<file path="src/rtl/lutnet_layer_pipe.sv">
// Pipelined LogicNets layer: N runtime-programmable truth-table neurons behind valid/ready handshakes.
// Optional macro LUTNET_INPUT_REG_EN adds an input register stage (latency 2 instead of 1).
module lutnet_layer_pipe #(
  parameter int N        = 8,
  parameter int FANIN    = 6,
  parameter int OUT_BITS = 1,
  localparam int NW      = (N > 1) ? $clog2(N) : 1,
  localparam int DEPTH   = 2 ** FANIN
) (
  input  logic                    clk,
  input  logic                    rst,
  input  logic                    in_valid,
  output logic                    in_ready,
  input  logic [N*FANIN-1:0]      in_data,
  output logic                    out_valid,
  input  logic                    out_ready,
  output logic [N*OUT_BITS-1:0]   out_data,
  input  logic                    cfg_we,
  output logic                    cfg_ready,
  input  logic [NW-1:0]           cfg_neuron,
  input  logic [FANIN-1:0]        cfg_addr,
  input  logic [OUT_BITS-1:0]     cfg_data,
  output logic                    busy
);

  typedef enum logic [1:0] {RUN, DRAIN, LOAD} state_t;

  state_t state_q, state_d;

  logic [OUT_BITS-1:0]   tbl [N][DEPTH];
  logic                  vld_p1;
  logic [N*OUT_BITS-1:0] data_p1;
  logic [N*FANIN-1:0]    lookup_src;
  logic [N*OUT_BITS-1:0] lookup_res;
  logic                  adv;
  logic                  accept;
  logic                  pipe_empty;
  logic                  drain_done;
  logic                  tbl_we;

  // The whole pipeline advances as one group whenever the output register can move.
  assign adv    = !vld_p1 || out_ready;
  assign accept = in_valid && in_ready;

`ifdef LUTNET_INPUT_REG_EN
  logic                  vld_p0;
  logic [N*FANIN-1:0]    data_p0;

  assign pipe_empty = !vld_p0 && !vld_p1;
  assign drain_done = !vld_p0 && (!vld_p1 || out_ready);
  assign lookup_src = data_p0;

  // Input register stage
  always_ff @(posedge clk) begin
    if (rst) begin
      vld_p0 <= 1'b0;
    end else if (adv) begin
      vld_p0 <= accept;
    end
  end

  always_ff @(posedge clk) begin
    if (adv && accept) begin
      data_p0 <= in_data;
    end
  end

  wire load_p1 = vld_p0;
`else
  assign pipe_empty = !vld_p1;
  assign drain_done = !vld_p1 || out_ready;
  assign lookup_src = in_data;

  wire load_p1 = accept;
`endif

  always_comb begin
    lookup_res = '0;
    for (int i = 0; i < N; i++) begin
      lookup_res[i*OUT_BITS +: OUT_BITS] = tbl[i][lookup_src[i*FANIN +: FANIN]];
    end
  end

  // Output register stage
  always_ff @(posedge clk) begin
    if (rst) begin
      vld_p1  <= 1'b0;
      data_p1 <= '0;
    end else if (adv) begin
      vld_p1 <= load_p1;
      if (load_p1) begin
        data_p1 <= lookup_res;
      end
    end
  end

  assign out_valid = vld_p1;
  assign out_data  = data_p1;

  always_ff @(posedge clk) begin
    if (rst) begin
      state_q <= RUN;
    end else begin
      state_q <= state_d;
    end
  end

  always_comb begin
    state_d = state_q;
    unique case (state_q)
      RUN:     if (cfg_we) state_d = pipe_empty ? LOAD : DRAIN;
      DRAIN:   if (drain_done) state_d = LOAD;
      LOAD:    if (!cfg_we) state_d = RUN;
      default: state_d = RUN;
    endcase
  end

  assign in_ready  = (state_q == RUN) && !cfg_we && adv;
  assign cfg_ready = (state_q == LOAD);
  assign busy      = (state_q != RUN) || !pipe_empty;

  // Out-of-range neuron indices complete the handshake but leave every table untouched.
  assign tbl_we = cfg_ready && cfg_we && (int'(cfg_neuron) < N);

  always_ff @(posedge clk) begin
    if (rst) begin
      for (int i = 0; i < N; i++) begin
        for (int j = 0; j < DEPTH; j++) begin
          tbl[i][j] <= '0;
        end
      end
    end else if (tbl_we) begin
      tbl[cfg_neuron][cfg_addr] <= cfg_data;
    end
  end

endmodule

</file>
<file path="config.mk">
export PLATFORM = sky130hd
export DESIGN_NAME = lutnet_layer_pipe
export DESIGN_NICKNAME = d
export VERILOG_FILES = /design/src/rtl/lutnet_layer_pipe.sv
export SDC_FILE = /design/constraint.sdc
export NUM_CORES = 1
export LEC_CHECK = 0
export ABC_AREA = 1
export BUFFER_PORTS_ARGS = -buffer_cell sky130_fd_sc_hd__buf_2
export CAP_MARGIN = 25
export CORE_ASPECT_RATIO = 0.75
export CORE_MARGIN = 2
export CORE_UTILIZATION = 25
export DETAILED_ROUTE_END_ITERATION = 6
export MAX_ROUTING_LAYER = met4
export SLEW_MARGIN = 40
export SYNTH_ARGS = -nofsm -noshare
export SYNTH_HDL_FRONTEND = slang
export SYNTH_SLANG_ARGS = --single-unit
export TNS_END_PERCENT = 5
</file>
<file path="constraint.sdc">
create_clock -name clk -period 4.3 [get_ports clk]
set_clock_uncertainty 0.05 [all_clocks]
set_input_delay 0.86 -clock clk [delete_from_list [all_inputs] [get_ports clk]]
set_output_delay 0.86 -clock clk [all_outputs]
set_load 0.03 [all_outputs]
</file>
# Word level (Yosys, flattened, before mapping)
# Memories as Yosys holds them, arrays and structs flattened.
# Cells that the tools add are included.
# W data, S select, Z words.
# word_totals
input_bits	63
latch_bits	0
out_inout_bits	12
mem_bits_ro	0
word_cells	81
ram_bits	512
memories	1
reg_bits	11
# classes
reduce_logical	14
n_mux	39
div_mod_pow	0
shifts	0
order_cmp	10
n_mul	0
eq_ne	5
n_addsub	0
n_bitwise	9
# memory_table
name	depth	width	read_ports	rd_clocked_by_memory_dff	write_ports	line	rtl
tbl	8	64	8	0	8	30	logic [OUT_BITS-1:0] tbl [N][DEPTH];
# ops
op	n
$mux W64	3
$reduce_or A64 Y1	1
$ge A7 B7 Y1 const B	9
$not A6 Y7	9
$bmux W1 S6	8
$mux W1	21
$mux W2	4
$lt A7 B1 Y1 const B	1
$demux W1 S6	1
$ne A2 B2 Y1 const B	3
$pmux W2 S3	1
$logic_and A1 B1 Y1	5
$mux W3	1
$reduce_and A3 Y1	1
$eq A2 B1 Y1 const B	1
$eq A2 B2 Y1 const B	1
$logic_not A1 Y1	2
$logic_not A2 Y1	1
$logic_or A1 B1 Y1	2
$reduce_and A2 Y1	1
$reduce_bool A2 Y1	1

# Depth between registers and ports, before layout
# Gate-level depths: netlist (run 1).
# logic_depth
depth_word	8
mapped_depth	13
ltp_nobuf	11

# Worst setup path before layout (run 1)
# OpenSTA, ideal clock, no wires.
# synth_timing
path_type	in2out
startpoint	in cfg_we
endpoint	out in_ready
setup_slack_ps	1914
t_arrival_ps	1476
n_path_buf	0
required_time_ps	3390
path_stages	3
cell_sequence	nor3_1 inv_1 nor2_1
# synth_between
elab_chain_cells	3
# synth_lines
element	line	rtl
start, declared	18	input logic cfg_we,
$logic_not A1 Y1	118	assign in_ready = (state_q == RUN) && !cfg_we && adv;
$logic_and A1 B1 Y1 (2 in series)	118	
end, declared	13	output logic in_ready,
# No other way between the ends.

==> impl_metrics.csv, run 1 <==
group,metric,value,unit
finish,design_area,31200,sq um
grt,antenna_found_initial,1,
pwr,total_power,11.84,mW
logic_synthesis,synth_top_family_by_area,"simple AND/OR/NAND/NOR gates",
timing,hold_viol,0,
timing,worst_slack,1383,ps
critical_path,startpoint,"state_q[1]",
critical_path,r2r_cells,8,
detailed_routing,drtAntennaViolNets,0,
detailed_routing,via_count,24460,
detailed_routing,wirelength,103.0,mm
critical_path,crit_type,"reg -> reg",
die,initial_core_util,25.26,%
grt,grt_max_degree,129,
clocking,cts_buffer_depth,3,
clocking,root_buffer,"clkbuf_16",
hold_path,hold_class,"reg -> reg",
critical_path,critPathMaxStageDelay,620,ps
logic_synthesis,synth-compound-area-share,9.311,%
finish,finalNetCount,3088,
critical_path,worst-r2r-setup-slack,1380,ps
clocking,insertion_delay,640,ps
finish,drive_above_1_share,9.556,%
logic_synthesis,synthFlopType,"edfxtp_1",
critical_path,required,4550,ps
placed_design,placedInstanceArea,29380,sq um
pwr,p_leak,10.29,nW
timing,setup-violations-final,0,
timing,period_share,67.85,%
logic_synthesis,async_reset_ff_share,0,%
finish,multi_input_area,10430,sq um
die,core-area,109700,sq um
placed_design,place_ws,917.5,ps
logic_synthesis,synth_edf_count,512,
timing,rsz0062_at_grt,"no",
run_status,status,"finished, final reports clean",
pwr,power_density,379.6,nW/um^2
run,cap_viol_max_count,0,
logic_synthesis,yosysUniqueCellTypes,23,
clocking,holdBufCountCts,0,
die,die_y,292.3,um
clocking,cts_post_setup_buffers_inserted,0,
logic_synthesis,syn_area_per_cell,8.749,sq um
logic_synthesis,ys_top_cells_by_area,"edfxtp_1, nor3_1, o21ai_0, nand2_1, nand3_1",
timing,fmax,0.3428,GHz
grt,grt_usage,18.08,%
logic_synthesis,yosysWarnings,0,
clocking,ctsResizeCount,0,
finish,layout-area-overhead-vs-synth,12.60,%
clocking,cts_tree,"done",
clocking,cts_max_level,2,
clocking,cts-buffers-inserted,55,
critical_path,r2r-start,"state_q[1]",
logic_synthesis,synthAdderAreaFrac,0,%
clocking,clkTransAtPathRegs,60,ps
critical_path,r2r-end,"tbl[4][49]",
clocking,cts_sinks,523,
logic_synthesis,yosys.area_share.xor_xnor,0,%
timing,maxSlewViolCount,0,
critical_path,worst_setup_path_end_kind,"register",
finish,fillerInstances,11540,
critical_path,crit_fanout,16,
detailed_routing,drt-pass1-iter-count,6,
logic_synthesis,syn_inst,3167,
grt,grt-ovfl-total,0,
critical_path,crit_end,"tbl[4][49]",
critical_path,crit_top_cell,"nand2_1",
detailed_routing,viasPerCell,5.421,
timing,worst_pin_slew,869.8,ps
logic_synthesis,synthesis.nets,3230,
critical_path,cp_slowest_cell,"nand2_1",
timing,period_minus_slack,2917,ps
critical_path,crit_arrival,3170,ps
logic_synthesis,synth_top_area_share,55.49,%
grt,grt_first_pass_wirelength,149.6,mm
die,die_w,388.4,um
logic_synthesis,muxShareOfSynthArea,0,%
die,rows,105,
logic_synthesis,synth-seq-cells,523,
logic_synthesis,synth.cell_area,27710,sq um
grt,grt_pass1_vias,21830,
placed_design,dp_hpwl,64.33,mm
detailed_routing,wire_per_inst,22.82,um
finish,ff_latch_area,15600,sq um
placed_design,place_congestion,0.8900,
detailed_routing,drc,0,
pwr,peakVddDrop,332.7,uV
timing,max-slew-margin-rel,41.95,%
detailed_routing,dr.first_iter.drc_count,3685,
logic_synthesis,synthSimpleGateAreaFrac,27.87,%
critical_path,cp-start-kind,"register",
die,io_pins,75,
die,dieArea,113500,sq um
timing,whs,451.9,ps
placed_design,io_buffers,74,
logic_synthesis,synth_top_cell_by_area,"edfxtp_1",
timing,tns,0,ps
critical_path,crit_chain,"inv_2 -> nor2_2 -> nand2_1 -> nor2_2 -> nand2_1 -> nor3_4 -> nand2_1 -> o21ai_0",
logic_synthesis,synth_seq_area_share,56.28,%
-- sequential cells by signal, indices dropped and copies added (netlist names) --
name       flops
tbl          512
out_valid      1
state_q        2
out_data       8
-- layer usage --
| layer | share of wire, % | global-route usage (%) | vias to the layer above |
|---|---|---|---|
| met2 | 42 | 25.20 | 1403 |
| li1 | - | - | 10940 |
| met3 | 13 | 4.928 | 194 |
| met5 | 0 | - | - |
| met4 | 3.4 | 5.656 | 0 |
| met1 | 42 | 25.25 | 11930 |
-- critical path: cells and delay by family (launching register included) --
| kind | cells | cell delay, ps |
|---|---|---|
| buf+inv | 1 | 70 |
| flops | 1 | 370 |
| simple gates | 6 | 1690 |
| compound gates | 1 | 420 |
-- power breakdown --
part           switching, mW  leakage (nW)  internal [mW]
registers             0.0614          5.37           5.75
logic                  0.860          4.05          0.278
clock network           2.11         0.879           2.78
-- layout by cell type (no fill, tap or decap), drive strengths merged, types with 2 or more instances in the layout --
master,netlist,routed
nand3,473,473
nor2,25,25
buf,53,179
clkbuf,325,62
clkinv,1,28
edfxtp,512,512
diode,0,2
dfxtp,11,11
o21ai,513,513
bufinv,0,7
nor3,525,525
nand2,655,655
nor4,2,2
nand3b,8,8
inv,61,62
-- synth_stat cells, types with 4 or more instances --
library cell and instances:
buf_1 5, buf_2 32, buf_6 16, clkbuf_1 325, dfxtp_1 11, edfxtp_1 512, inv_1 58, nand2_1 655
nand3_1 473, nand3b_1 8, nor2_1 21, nor3_1 521, nor3_4 4, o21ai_0 512
-- worst min path at each step --
stage               start          to  slack [ps]  cells past startpoint
3_5_place_dp    out_valid  state_q[0]         450                      2
4_1_cts         out_valid  state_q[0]         450                      2
2_1_floorplan  state_q[0]  state_q[0]         500                      2
5_1_grt         out_valid  state_q[0]         490                      2
3_3_place_gp    out_valid  state_q[0]         440                      2
6_report        out_valid  state_q[0]         450                      2
-- layout make-up --
cell class	instances	share of cell area, %
Timing Repair Buffer	179	4.275
Inverter	62	0.7940
Antenna cell	2	0.01604
Multi-Input combinational cell	2204	33.43
Clock buffer	62	4.564
Tap cell	1444	5.791
Sequential cell	523	49.98
Clock inverter	36	1.143
-- metrics by stage --
step	utilization, %	instances
3_5_place_dp	26.79	4411
5_1_grt	28.44	4511
2_1_floorplan	-	3167
4_1_cts	28.41	4509
6_report	28.44	4512
3_3_place_gp	26.70	4407
-- kinds of logic (layout without fill, tap and decap cells) --
family	count (synthesis)	after routing
other	0	2
buffers and inverters	440	339
AND/OR/NAND/NOR	1689	1689
AO/OA/AOI/OAI	515	515
flip-flops	523	523
Note: power is estimated with default switching activity, not from simulation.
==> run 2, diff against run 1 <==
--- a/config.mk
+++ b/config.mk
@@ -5,7 +5,7 @@
 export SDC_FILE = /design/constraint.sdc
 export NUM_CORES = 1
 export LEC_CHECK = 0
-export ABC_AREA = 1
+export ABC_AREA = 0
 export BUFFER_PORTS_ARGS = -buffer_cell sky130_fd_sc_hd__buf_2
 export CAP_MARGIN = 25
 export CORE_ASPECT_RATIO = 0.75
==> constraint.sdc (replaced) <==
create_clock -name clk -period 2.8 [get_ports clk]
set_clock_uncertainty 0.05 [all_clocks]
set_input_delay 0.56 -clock clk [delete_from_list [all_inputs] [get_ports clk]]
set_output_delay 0.56 -clock clk [all_outputs]
set_load 0.03 [all_outputs]
==> run 2 against run 1 <==
Setup slack got worse by 930 ps. Sequential share of layout area down 0.37 points. Critical path depth down 1. Highest routed layer unchanged. Non-clock buffer count grew 16. Critical path type unchanged. Global-route usage fell by 4.1 points. Largest cell class unchanged. Cell area grew 0.75%. Synthesized cell count decreased by 23%.
==> impl_metrics.csv, run 2 <==
group,metric,value,unit
run,cap_viol_max_count,0,
die,die_y,292.2,um
pwr,p_leak,9.776,nW
clocking,ctsResizeCount,0,
clocking,cts_buffer_depth,3,
critical_path,critical-path-top-delay-family,"simple AND/OR/NAND/NOR gates",
timing,rsz0062_at_grt,"no",
critical_path,cp_slowest_cell,"dfxtp_1",
run_status,status,"finished, final reports clean",
clocking,clkTransAtPathRegs,60,ps
detailed_routing,wl_met3,7.749,mm
grt,antenna_found_initial,14,
detailed_routing,dr.first_iter.drc_count,2412,
timing,period_share,83.80,%
critical_path,crit_chain,"nor2b_2 -> and3b_1 -> nand2_2 -> nor3_4 -> nand2_1 -> buf_4 -> o21bai_1",
clocking,cts_max_level,2,
timing,maxSlewViolCount,0,
timing,setup-violations-final,0,
logic_synthesis,async_reset_ff_share,0,%
finish,final_common_cell,"nor2_1",
die,initial_core_util,25.28,%
logic_synthesis,synthesis.nets,2498,
logic_synthesis,synth_seq_area_share,56.31,%
detailed_routing,wirelength,79.44,mm
die,dieArea,113500,sq um
placed_design,io_buffers,74,
grt,grt_pass1_vias,18170,
logic_synthesis,ys_top_cells_by_area,"edfxtp_1, o21bai_1, nor2_1, mux4_2, mux2i_1",
detailed_routing,drtAntennaViolNets,0,
timing,max-slew-margin-rel,43.02,%
die,core-area,109600,sq um
clocking,holdBufCountCts,0,
timing,fmax,0.4262,GHz
timing,worst_pin_slew,833.1,ps
placed_design,placedInstanceArea,29870,sq um
finish,design_area,31430,sq um
placed_design,dp_hpwl,53.67,mm
critical_path,critPathMaxStageDelay,360,ps
critical_path,cp-start-kind,"register",
pwr,power_density,546.5,nW/um^2
critical_path,worst-path-buf-inv,1,
detailed_routing,viasPerCell,5.028,
logic_synthesis,synth.most_common_cell,"nor2_1",
logic_synthesis,yosysWarnings,0,
hold_path,min_path_cells,2,
grt,grt_first_pass_wirelength,118.4,mm
critical_path,worst_setup_path_end_kind,"register",
grt,grt_max_degree,158,
timing,period_minus_slack,2346,ps
die,io_pins,75,
critical_path,crit_arrival,2590,ps
logic_synthesis,syn_inst,2435,
hold_path,hold_class,"in -> reg",
finish,layout_common_cells,"nor2_1, o21bai_1, edfxtp_1",
logic_synthesis,synthFlopType,"edfxtp_1",
critical_path,crit_type,"reg -> reg",
detailed_routing,drt-pass1-iter-count,7,
critical_path,critical_path_depth,7,
logic_synthesis,synth.cell_area,27690,sq um
die,rows,105,
grt,grt-ovfl-total,0,
finish,finalNetCount,2450,
critical_path,required,3050,ps
placed_design,dp_cells,3777,
logic_synthesis,synth_top_cells_by_count,"nor2_1, edfxtp_1, o21bai_1",
clocking,cts_tree,"done",
critical_path,crit_fanout,16,
logic_synthesis,synth_edf_count,512,
detailed_routing,wl_met2,32.51,mm
clocking,insertion_delay,610,ps
clocking,cts_sinks,523,
critical_path,r2r_cells,7,
detailed_routing,top_layer,"met4",
detailed_routing,via_count,19500,
logic_synthesis,synth-seq-cells,523,
logic_synthesis,synth_top_area_share,55.52,%
timing,whs,99.27,ps
grt,grt_usage,13.99,%
timing,hold_viol,0,
clocking,cts-buffers-inserted,52,
clocking,root_buffer,"clkbuf_16",
pwr,peakVddDrop,433.0,uV
finish,drive_above_1_share,14.39,%
logic_synthesis,synth_top_cell_by_area,"edfxtp_1",
detailed_routing,met1_length,38.27,mm
finish,layout-area-overhead-vs-synth,13.50,%
logic_synthesis,yosysUniqueCellTypes,38,
finish,utilization,28.69,%
clocking,cts_post_setup_buffers_inserted,0,
logic_synthesis,syn_area_per_cell,11.37,sq um
detailed_routing,drc,0,
timing,tns,0,ps
die,die_w,388.3,um
finish,stdcell_count,3878,
finish,regMostFlops,"tbl",
finish,largest_reg_flops,512,
placed_design,place_congestion,0.8226,
detailed_routing,wire_per_inst,20.48,um
[run 2: logic make-up (layout without fill, tap and decap cells)]
logic type / after synthesis / count (layout) / synth area share, %
buf+inv: 300 / 290 / 4.364
compound gates: 636 / 636 / 16.96
flops: 523 / 523 / 56.31
simple gates: 776 / 776 / 12.25
mux: 200 / 200 / 10.12
other cells: 0 / 9 / 0
[run 2: path summary, 6_finish.rpt]
kind | slack, ps | startpoint | endpoint
max | 450 | state_q[1] | tbl[0][51]
min | 100 | rst | out_valid
max reg2reg | 450 | state_q[1] | tbl[0][51]
min reg2reg | 470 | out_valid | state_q[0]
[run 2: report_power, final]
group	switching (mW)	internal [mW]
clock	3.12	3.59
sequential	0.0947	8.85
combinational	0.880	0.635
[run 2: metrics by stage]
step                      setup WS, ps  total power, mW
after CTS                        368.6            17.30
after global routing             253.5            17.73
after floorplan                  404.4            10.17
after detailed placement         63.63            10.63
after global placement          -9.900            10.60
final                            453.6            17.18
[run 2: routing by layer]
layer | GRT usage [%] | up-vias
met5 | - | -
met4 | 2.211 | 0
met3 | 2.790 | 81
met2 | 19.06 | 746
met1 | 21.39 | 9889
li1 | - | 8783
[run 2: layout make-up]
class | instances | area [sq um]
sequential | 523 | 15600
multi-input combinational | 1612 | 10900
inverter | 3 | 11.26
clock buffer | 71 | 1404
clock inverter | 21 | 136.4
timing repair buffer | 195 | 1554
fill | 11300 | 78130
tap | 1444 | 1807
antenna | 9 | 22.52
